==> config.mk <==
export PLATFORM = sky130hd
export DESIGN_NAME = alu_stream
export DESIGN_NICKNAME = d
export VERILOG_FILES = /design/src/rtl/alu_pkg.sv /design/src/rtl/alu_mul_seq.sv /design/src/rtl/alu_stream.sv
export SDC_FILE = /design/constraint.sdc
export NUM_CORES = 1
export LEC_CHECK = 0
export BUFFER_PORTS_ARGS = -buffer_cell sky130_fd_sc_hd__buf_2
export CAP_MARGIN = 20
export CORE_ASPECT_RATIO = 1.75
export CORE_MARGIN = 2
export CORE_UTILIZATION = 42
export CTS_BUF_LIST = sky130_fd_sc_hd__clkbuf_8
export DETAILED_ROUTE_END_ITERATION = 6
export HOLD_SLACK_MARGIN = 0.08
export SLEW_MARGIN = 40
export SYNTH_ARGS = -nofsm -noshare
export SYNTH_HDL_FRONTEND = slang
export SYNTH_SLANG_ARGS = --single-unit
==> constraint.sdc <==
create_clock -name clk -period 6.45 [get_ports clk]
set_input_delay 1.935 -clock clk [delete_from_list [all_inputs] [get_ports clk]]
set_output_delay 1.935 -clock clk [all_outputs]
set_load 0.1 [all_outputs]
==> src/rtl/alu_pkg.sv <==
// Shared types and constants for the streaming ALU: opcodes, FSM encodings, status flags.
package alu_pkg;

  localparam int unsigned OP_W   = 4;
  localparam int unsigned FLAG_W = 5;
  localparam int unsigned ST_W   = 2;

  typedef enum logic [OP_W-1:0] {
    OP_ADD  = 4'd0,
    OP_SUB  = 4'd1,
    OP_AND  = 4'd2,
    OP_OR   = 4'd3,
    OP_XOR  = 4'd4,
    OP_SHL  = 4'd5,
    OP_SHR  = 4'd6,
    OP_SRA  = 4'd7,
    OP_SLT  = 4'd8,
    OP_SLTU = 4'd9,
    OP_MUL  = 4'd10
  } op_e;

  typedef logic [ST_W-1:0] state_e;

  localparam logic [ST_W-1:0] ST_IDLE = 2'd0;
  localparam logic [ST_W-1:0] ST_MUL  = 2'd1;
  localparam logic [ST_W-1:0] ST_DONE = 2'd2;

  localparam int unsigned FLG_CARRY = 0;
  localparam int unsigned FLG_OVF   = 1;
  localparam int unsigned FLG_ZERO  = 2;
  localparam int unsigned FLG_NEG   = 3;
  localparam int unsigned FLG_ERR   = 4;

  // Field order matches the FLG_* bit indices (err is the MSB).
  typedef struct packed {
    logic err;
    logic neg;
    logic zero;
    logic ovf;
    logic carry;
  } flags_t;

endpackage

==> src/rtl/alu_mul_seq.sv <==
// Iterative unsigned shift-add multiplier: one partial-product step per cycle, WIDTH steps.
module alu_mul_seq
  import alu_pkg::*;
#(
  parameter int unsigned WIDTH = 8
) (
  input  logic               clk,
  input  logic               rst_n,
  input  logic               start_i,
  input  logic [WIDTH-1:0]   a_i,
  input  logic [WIDTH-1:0]   b_i,
  output logic               done_o,
  output logic [2*WIDTH-1:0] prod_o
);

  localparam int unsigned CNT_W = $clog2(WIDTH + 1);

  logic [CNT_W-1:0]   cnt_q, cnt_d;
  logic               busy_q, busy_d;
  logic               done_q, done_d;
  logic [WIDTH-1:0]   mcand_q, mcand_d;
  logic [2*WIDTH-1:0] p_q, p_d;

  logic [2*WIDTH-1:0] p_in_c;
  logic [WIDTH-1:0]   mc_in_c;
  logic [WIDTH:0]     sum_c;
  logic [2*WIDTH-1:0] step_c;

  // The first step is taken on the start cycle itself so the product is ready after WIDTH edges.
  always_comb begin
    p_in_c  = start_i ? {{WIDTH{1'b0}}, b_i} : p_q;
    mc_in_c = start_i ? a_i : mcand_q;
    sum_c   = {1'b0, p_in_c[2*WIDTH-1:WIDTH]} + (p_in_c[0] ? {1'b0, mc_in_c} : {(WIDTH+1){1'b0}});
    step_c  = {sum_c, p_in_c[WIDTH-1:1]};
  end

  always_comb begin
    cnt_d   = cnt_q;
    busy_d  = busy_q;
    done_d  = 1'b0;
    mcand_d = mcand_q;
    p_d     = p_q;
    if (start_i) begin
      busy_d  = 1'b1;
      cnt_d   = CNT_W'(WIDTH - 1);
      mcand_d = a_i;
      p_d     = step_c;
    end else if (busy_q) begin
      p_d   = step_c;
      cnt_d = cnt_q - CNT_W'(1);
      if (cnt_q == CNT_W'(1)) begin
        busy_d = 1'b0;
        done_d = 1'b1;
      end
    end
  end

  always_ff @(posedge clk or negedge rst_n) begin
    if (!rst_n) begin
      cnt_q   <= '0;
      busy_q  <= 1'b0;
      done_q  <= 1'b0;
      mcand_q <= '0;
      p_q     <= '0;
    end else begin
      cnt_q   <= cnt_d;
      busy_q  <= busy_d;
      done_q  <= done_d;
      mcand_q <= mcand_d;
      p_q     <= p_d;
    end
  end

  assign done_o = done_q;
  assign prod_o = p_q;

endmodule

==> src/rtl/alu_stream.sv <==
// Streaming ALU with ready/valid on both sides, tag sideband, status flags and a
// sequential multiplier; one operation in flight at a time.
module alu_stream
  import alu_pkg::*;
#(
  parameter int unsigned WIDTH = 8,
  parameter int unsigned TAG_W = 4
) (
  input  logic              clk,
  input  logic              rst_n,
  input  logic              in_valid,
  output logic              in_ready,
  input  logic [OP_W-1:0]   in_op,
  input  logic [WIDTH-1:0]  in_a,
  input  logic [WIDTH-1:0]  in_b,
  input  logic [TAG_W-1:0]  in_tag,
  output logic              out_valid,
  input  logic              out_ready,
  output logic [WIDTH-1:0]  out_lo,
  output logic [WIDTH-1:0]  out_hi,
  output logic [FLAG_W-1:0] out_flags,
  output logic [TAG_W-1:0]  out_tag
);

  localparam int unsigned SH_W = $clog2(WIDTH);

  state_e             st_q, st_d;
  logic               out_valid_q, out_valid_d;
  logic [WIDTH-1:0]   out_lo_q, out_lo_d;
  logic [WIDTH-1:0]   out_hi_q, out_hi_d;
  flags_t             out_flags_q, out_flags_d;
  logic [TAG_W-1:0]   out_tag_q, out_tag_d;
  logic [TAG_W-1:0]   mul_tag_q, mul_tag_d;

  op_e                op_c;
  logic               in_ready_c;
  logic               accept_c;
  logic               mul_start_c;
  logic [WIDTH:0]     sum_c;
  logic [WIDTH:0]     diff_c;
  logic [SH_W-1:0]    shamt_c;
  logic [WIDTH-1:0]   alu_lo_c;
  flags_t             alu_flags_c;
  flags_t             mul_flags_c;
  logic               mul_done;
  logic [2*WIDTH-1:0] mul_prod;

  assign op_c = op_e'(in_op);

  // Single-cycle datapath; arithmetic at WIDTH+1 bits so carry/borrow fall out of the MSB.
  always_comb begin
    alu_lo_c    = '0;
    alu_flags_c = '0;
    sum_c       = {1'b0, in_a} + {1'b0, in_b};
    diff_c      = {1'b0, in_a} - {1'b0, in_b};
    shamt_c     = in_b[SH_W-1:0];
    case (op_c)
      OP_ADD: begin
        alu_lo_c          = sum_c[WIDTH-1:0];
        alu_flags_c.carry = sum_c[WIDTH];
        alu_flags_c.ovf   = (in_a[WIDTH-1] == in_b[WIDTH-1]) && (sum_c[WIDTH-1] != in_a[WIDTH-1]);
      end
      OP_SUB: begin
        alu_lo_c          = diff_c[WIDTH-1:0];
        alu_flags_c.carry = diff_c[WIDTH];
        alu_flags_c.ovf   = (in_a[WIDTH-1] != in_b[WIDTH-1]) && (diff_c[WIDTH-1] != in_a[WIDTH-1]);
      end
      OP_AND:  alu_lo_c = in_a & in_b;
      OP_OR:   alu_lo_c = in_a | in_b;
      OP_XOR:  alu_lo_c = in_a ^ in_b;
      OP_SHL:  alu_lo_c = in_a << shamt_c;
      OP_SHR:  alu_lo_c = in_a >> shamt_c;
      OP_SRA:  alu_lo_c = $unsigned($signed(in_a) >>> shamt_c);
      OP_SLT:  alu_lo_c = WIDTH'($signed(in_a) < $signed(in_b));
      OP_SLTU: alu_lo_c = WIDTH'(in_a < in_b);
      OP_MUL:  alu_lo_c = '0;
      default: alu_flags_c.err = 1'b1;
    endcase
    alu_flags_c.zero = (alu_lo_c == '0);
    alu_flags_c.neg  = alu_lo_c[WIDTH-1];
  end

  always_comb begin
    mul_flags_c      = '0;
    mul_flags_c.zero = (mul_prod == '0);
    mul_flags_c.neg  = mul_prod[2*WIDTH-1];
  end

  alu_mul_seq #(
    .WIDTH (WIDTH)
  ) u_mul (
    .clk     (clk),
    .rst_n   (rst_n),
    .start_i (mul_start_c),
    .a_i     (in_a),
    .b_i     (in_b),
    .done_o  (mul_done),
    .prod_o  (mul_prod)
  );

  // Next-state and output-register logic.
  always_comb begin
    st_d        = st_q;
    out_valid_d = out_valid_q;
    out_lo_d    = out_lo_q;
    out_hi_d    = out_hi_q;
    out_flags_d = out_flags_q;
    out_tag_d   = out_tag_q;
    mul_tag_d   = mul_tag_q;
    in_ready_c  = (st_q == ST_IDLE) || ((st_q == ST_DONE) && out_ready);
    accept_c    = in_valid && in_ready_c;
    mul_start_c = accept_c && (op_c == OP_MUL);
    case (st_q)
      ST_IDLE, ST_DONE: begin
        if (accept_c) begin
          if (op_c == OP_MUL) begin
            st_d        = ST_MUL;
            out_valid_d = 1'b0;
            mul_tag_d   = in_tag;
          end else begin
            st_d        = ST_DONE;
            out_valid_d = 1'b1;
            out_lo_d    = alu_lo_c;
            out_hi_d    = '0;
            out_flags_d = alu_flags_c;
            out_tag_d   = in_tag;
          end
        end else if ((st_q == ST_DONE) && out_ready) begin
          st_d        = ST_IDLE;
          out_valid_d = 1'b0;
        end
      end
      ST_MUL: begin
        if (mul_done) begin
          st_d        = ST_DONE;
          out_valid_d = 1'b1;
          out_lo_d    = mul_prod[WIDTH-1:0];
          out_hi_d    = mul_prod[2*WIDTH-1:WIDTH];
          out_flags_d = mul_flags_c;
          out_tag_d   = mul_tag_q;
        end
      end
      default: begin
        st_d        = ST_IDLE;
        out_valid_d = 1'b0;
      end
    endcase
  end

  always_ff @(posedge clk or negedge rst_n) begin
    if (!rst_n) begin
      st_q        <= ST_IDLE;
      out_valid_q <= 1'b0;
      out_lo_q    <= '0;
      out_hi_q    <= '0;
      out_flags_q <= '0;
      out_tag_q   <= '0;
      mul_tag_q   <= '0;
    end else begin
      st_q        <= st_d;
      out_valid_q <= out_valid_d;
      out_lo_q    <= out_lo_d;
      out_hi_q    <= out_hi_d;
      out_flags_q <= out_flags_d;
      out_tag_q   <= out_tag_d;
      mul_tag_q   <= mul_tag_d;
    end
  end

  assign in_ready  = in_ready_c;
  assign out_valid = out_valid_q;
  assign out_lo    = out_lo_q;
  assign out_hi    = out_hi_q;
  assign out_flags = out_flags_q;
  assign out_tag   = out_tag_q;

endmodule

# --- Word level (Yosys, flattened, before mapping) ---
# Cells that the tools add are included.
op_classes:
  addsub: 4
  order_cmp: 2
  n_eq_ne: 21
  n_shift: 3
  n_mux: 42
  bitwise_logic: 3
  n_reduce_logical: 17
ops:
  columns: ["cell", "count"]
  rows:
  - ["$pmux W8 S10", 1]
  - ["$mux W8", 8]
  - ["$mux W16", 3]
  - ["$pmux W8 S2", 2]
  - ["$mux W4", 5]
  - ["$eq A4 B3 Y1 const B", 4]
  - ["$logic_not A16 Y1", 1]
  - ["$lt A8 B8 Y1", 2]
  - ["$mux W5", 3]
  - ["$eq A4 B4 Y1 const B", 3]
  - ["$mux W1", 11]
  - ["$pmux W5 S2", 1]
  - ["$reduce_or A10 Y1", 1]
  - ["$add A8 B8 Y9", 1]
  - ["$add A8 B9 Y9", 1]
  - ["$sub A8 B8 Y9", 1]
  - ["$and A8 B8 Y8", 1]
  - ["$eq A4 B1 Y1 const B", 2]
  - ["$eq A4 B2 Y1 const B", 2]
  - ["$logic_not A8 Y1", 1]
  - ["$mux W2", 4]
  - ["$or A8 B8 Y8", 1]
  - ["$pmux W2 S2", 2]
  - ["$pmux W4 S2", 1]
  - ["other kinds (22)", 30]
totals:
  reg_bits: 62
  out_inout_bits: 27
  elab_cells: 108

# --- Longest topological paths before layout ---
depth:
  depth_word: 10
  depth_mapped: 17

# --- Hierarchy ---
# Synthesis repeated with hierarchy kept, for this count alone.
unflattened:
  hier_cells: 549
  hier_area_um2: 4971.0
by_module_without_submodules:
  columns: ["mod", "n_inst", "cells_per_inst", "area_each_um2", "seq_area_each_um2"]
  rows:
  - ["alu_stream", 1, 391, 3285.7, 775.7]
  - ["alu_mul_seq", 1, 158, 1685.4, 750.7]

# --- Worst setup path after synthesis ---
# OpenSTA, ideal clock, no wires.
synth_path:
  path_kind: "input to register"
  start: "input out_ready"
  end: "register u_mul.p_q[15] (netlist: u_mul.prod_o[15])"
  setup_ns: 0.126
  t_arrival_ns: 5.434
  slack_ns: 0.890
  path_stages: 15
  path_buffers: 1
  cell_sequence: "nand2b_1 -> nor2b_1 -> clkbuf_1 -> nand3_1 -> a21oi_1 -> nor2b_1 -> ha_1 -> fa_1 -> a21o_1 -> a21oi_1 -> o21bai_1 -> a21oi_1 -> nor2b_1 -> o21ai_0 -> a21oi_1"
synth_via:
  elab_chain_cells: 9
synth_rtl:
  columns: ["item", "line_no", "text"]
  rows:
  - ["start: declaration", "alu_stream.sv:18", "input logic out_ready,"]
  - ["$logic_and A1 B1 Y1 *", "alu_stream.sv:110", "in_ready_c = (st_q == ST_IDLE) || ((st_q == ST_DONE) && out_ready);"]
  - ["$logic_or A1 B1 Y1 *", "alu_stream.sv:110", null]
  - ["via in_ready", "alu_stream.sv:12", "output logic in_ready,"]
  - ["$logic_and A1 B1 Y1 *", "alu_stream.sv:111", "accept_c = in_valid && in_ready_c;"]
  - ["$logic_and A1 B1 Y1 *", "alu_stream.sv:112", "mul_start_c = accept_c && (op_c == OP_MUL);"]
  - ["$mux W8 or $mux W16 (tied branches)", "alu_mul_seq.sv:32, alu_mul_seq.sv:31", null]
  - ["$mux W8", "alu_mul_seq.sv:33", "sum_c = {1'b0, p_in_c[2*WIDTH-1:WIDTH]} + (p_in_c[0] ? {1'b0, mc_in_c} : {(WIDTH+1){1'b0}});"]
  - ["$add A8 B9 Y9", "alu_mul_seq.sv:33", null]
  - ["$mux W16", "alu_mul_seq.sv:48", "end else if (busy_q) begin"]
  - ["$mux W16", "alu_mul_seq.sv:43", "if (start_i) begin"]
  - ["end signal: assignment", "alu_mul_seq.sv:70", "p_q <= p_d;"]
  - ["end: declaration", "alu_mul_seq.sv:22", "logic [2*WIDTH-1:0] p_q, p_d;"]
# Mark *: on every way through the listed nets, which the timed path passes. The rest lies on a longest branch. The select of a mux whose other input is x is not followed.
# A chain may end at the register's enable or synchronous reset.

# --- Worst setup path after layout ---
layout_path:
  start: "input in_op[1]"
  end: "register u_mul.p_q[15] (netlist: u_mul.prod_o[15])"
layout_via:
  elab_chain_cells: 7
layout_rtl:
  columns: ["item", "line_no", "text"]
  rows:
  - ["start: declaration", "alu_stream.sv:13", "input logic [OP_W-1:0] in_op,"]
  - ["$eq A4 B4 Y1 *", "alu_stream.sv:112", null]
  - ["$logic_and A1 B1 Y1 *", "alu_stream.sv:112", null]
  - ["$mux W8 or $mux W16 (tied branches)", "alu_mul_seq.sv:32, alu_mul_seq.sv:31", null]
  - ["$mux W8", "alu_mul_seq.sv:33", null]
  - ["$add A8 B9 Y9", "alu_mul_seq.sv:33", null]
  - ["$mux W16", "alu_mul_seq.sv:48", null]
  - ["$mux W16", "alu_mul_seq.sv:43", null]
# Mark *: on every way between the ends. The rest lies on a longest branch, timed or not. The select of a mux whose other input is x is not followed.

==> run metrics <==
status finished clean; total core area 0.0111 sq mm; Syn Area/Cell roughly 8.8 sq um; DP Wirelength approximately 11 mm; Static Leak 2.46 nW; worst hold-check path type flop to flop; ranking of synthesized cells by area dfrtp_1 (32%), ha_1 (9.1%), nand2_1 (5.0%); Syn Nets a little over 600; Yosys top cell area share 0.319; clk slew on worst S/H paths 0.07 ns; Chip Height ~150 um; DP Worst Slack between 0.7 and 0.8 ns; layout cells sized above 1 0.182; fill count about 1100; Final Power around 1.7 mW; worst skew pair latency about 0.35 ns; most area-hungry cell type in the Yosys netlist dfrtp_1; Die W about 85 um; arrival time at the worst endpoint around 5.6 ns; total I/O pin count 55; min cycle time layout around 5.4 ns; hold-fix buffers at CTS 0; GP Congestion 0.989; post_cts resized 0; die area ~0.012 sq mm; final worst slack around 1.1 ns; final wirelength 13.8 mm; initial antenna violation count 0; Setup Fix Bufs, Post-CTS 0; CP Max Fanout 18; WS Path Type input port to flop; global route overflow 0; input/output buffers 54; FF+latch count, synth slightly above 60; routed vias/inst about 6; Max VDD drop 0.248 mV; largest net degree at the start of global routing a little over 60; Mapped Area between 0.004 and 0.005 sq mm; Final Setup Violations 0; Initial Util 0.431; clock root buffer clkbuf_8; initial drt markers ~190; H-tree depth 3; ANT cells 0; Pwr Density roughly 310 mW/mm^2; final core utilization 0.479; Layout area overhead 11.1%; CP endpoint kind flop; Nets 644; CTS tree done; period utilisation layout 0.834; synth cell count leaders nand2_1 (64), dfrtp_1 (61), o21ai_0 (42); hold_ws 0.473 ns; clk_skew 0.00707 ns; Mapped Cells 542; first-pass GRT wire length roughly 22 mm; GR Util All Layers 0.230; clk buf depth 2; Netlist cell types between 70 and 80; CP startpoint kind input port; drt pass-1 iters 5; Max Fclk between 150 and 200 MHz; total CTS buffers 9; most common cell in the netlist nand2_1; Slew Limit Headroom 0.468; EDFF count, synth 0; Async SR Flop Fraction 1.00; cell row count 51; final setup TNS 0 ns; DRC 0; final hold vios 0; number of routed nets with antenna violations 0; part of the Yosys area used for sequential elements 0.319; vias in the first global route between 4000 and 5000; Worst-Margin Slew around 0.78 ns; Primary FF master, synth dfrtp_1; RSZ-0062 raised after global routing no; Slew Limit Fails 0; wire per inst approximately 19 um; CTS Sinks a little over 60; yosys warns 0; Via Count approximately 4200; critical path required time 6.68 ns; # Max-Cap Violations 0
## cells in the final DEF, fill, tap and decap left out, types with 4 or more instances in the layout
| cell | synthesis | routed |
|---|---|---|
| nor3b_1 | 4 | 4 |
| mux2i_1 | 19 | 19 |
| buf_2 | 14 | 54 |
| nand3_1 | 6 | 6 |
| a2111oi_0 | 4 | 4 |
| inv_1 | 24 | 26 |
| mux4_2 | 8 | 8 |
| ha_1 | 35 | 35 |
| a211oi_1 | 7 | 7 |
| dfrtp_1 | 61 | 61 |
| o21ai_0 | 42 | 42 |
| o31ai_1 | 5 | 5 |
| nor2b_1 | 20 | 20 |
| nor3_1 | 11 | 11 |
| clkbuf_8 | 0 | 10 |
| and3_1 | 4 | 4 |
| buf_4 | 1 | 6 |
| nand2b_1 | 8 | 8 |
| o22ai_1 | 4 | 4 |
| a21oi_1 | 30 | 30 |
| xnor2_1 | 10 | 10 |
| mux2_2 | 8 | 8 |
| nor2_1 | 34 | 34 |
| a21o_1 | 5 | 5 |
| o21bai_1 | 4 | 4 |
| and2_1 | 9 | 9 |
| a22oi_1 | 5 | 5 |
| o21ai_1 | 5 | 5 |
| nand2_1 | 64 | 64 |
| a31oi_1 | 4 | 4 |
## layer usage
metal  GRT usage  vias up  wire, um
li1            -     2023         -
met1       0.256     2017      5130
met2       0.400      154      7290
met3      0.0347       43       636
met4       0.144        0       780
met5           0        -         0
## cell families after synthesis
group                      Yosys count  share of synthesized area
and+or+nand+nor                    183                      0.194
adders and majority gates           38                      0.104
xor gates and xnor gates            12                     0.0219
DFF                                 61                      0.319
AOI/OAI and AO/OA                  151                      0.210
buffers and inverters               62                     0.0546
muxes                               35                     0.0962
## worst paths after layout
check,start,end,slack (ns),cells after the start
worst max-delay path,in_op[1],u_mul.prod_o[15],1.07,15
worst min-delay path,out_hi[6],out_hi[6],0.47,2
worst max register to register,st_q[1],u_mul.prod_o[15],2.62,14
worst min register to register,out_hi[6],out_hi[6],0.47,2
max in group asynchronous,rst_n,mul_tag_q[3],4.40,2
min in group asynchronous,rst_n,st_q[1],1.65,2
## where the power goes
group / leakage [nW] / internal [mW] / switching [mW] / total (mW)
registers: 0.780 / 0.493 / 0.102 / 0.595
logic: 1.57 / 0.255 / 0.491 / 0.746
clock network: 0.105 / 0.185 / 0.150 / 0.334
total: 2.46 / 0.933 / 0.743 / 1.68
## worst max-delay path, cell delays in order
cell and delay (ns):
buf_2 0.24, nor2b_1 0.26, nor2b_1 0.32, nand3_1 0.43
a21oi_1 0.62, nor2b_1 0.10, ha_1 0.24, fa_1 0.41
a21o_1 0.17, a21oi_1 0.27, o21bai_1 0.09, a21oi_1 0.23
nor2b_1 0.07, o21ai_0 0.14, a21oi_1 0.08
## state kept, by name (all words and copies together), names as in the netlist
name           flops
out_hi             8
u_mul.busy_q       1
u_mul.cnt_q        4
mul_tag_q          4
st_q               2
u_mul.prod_o      16
u_mul.done_o       1
out_tag            4
u_mul.mcand_q      8
out_lo             8
out_flags          5
## final cells by class
type / instances / area, sq um / share of cell area
Clock buffer: 10 / 138 / 0.0259
Clock inverter: 6 / 55.1 / 0.0103
Inverter: 26 / 97.6 / 0.0183
Multi-Input combinational cell: 419 / 3010 / 0.566
Sequential cell: 61 / 1530 / 0.287
Tap cell: 132 / 165 / 0.0310
Timing Repair Buffer: 61 / 327 / 0.0614
## through the flow
stage,std cells,area [sq um]
finish,715,5320
global route,715,5320
CTS,715,5320
detailed placement,699,5120
global placement,699,5120
floorplan,542,4790
Note: power is estimated with default switching activity, not from simulation.
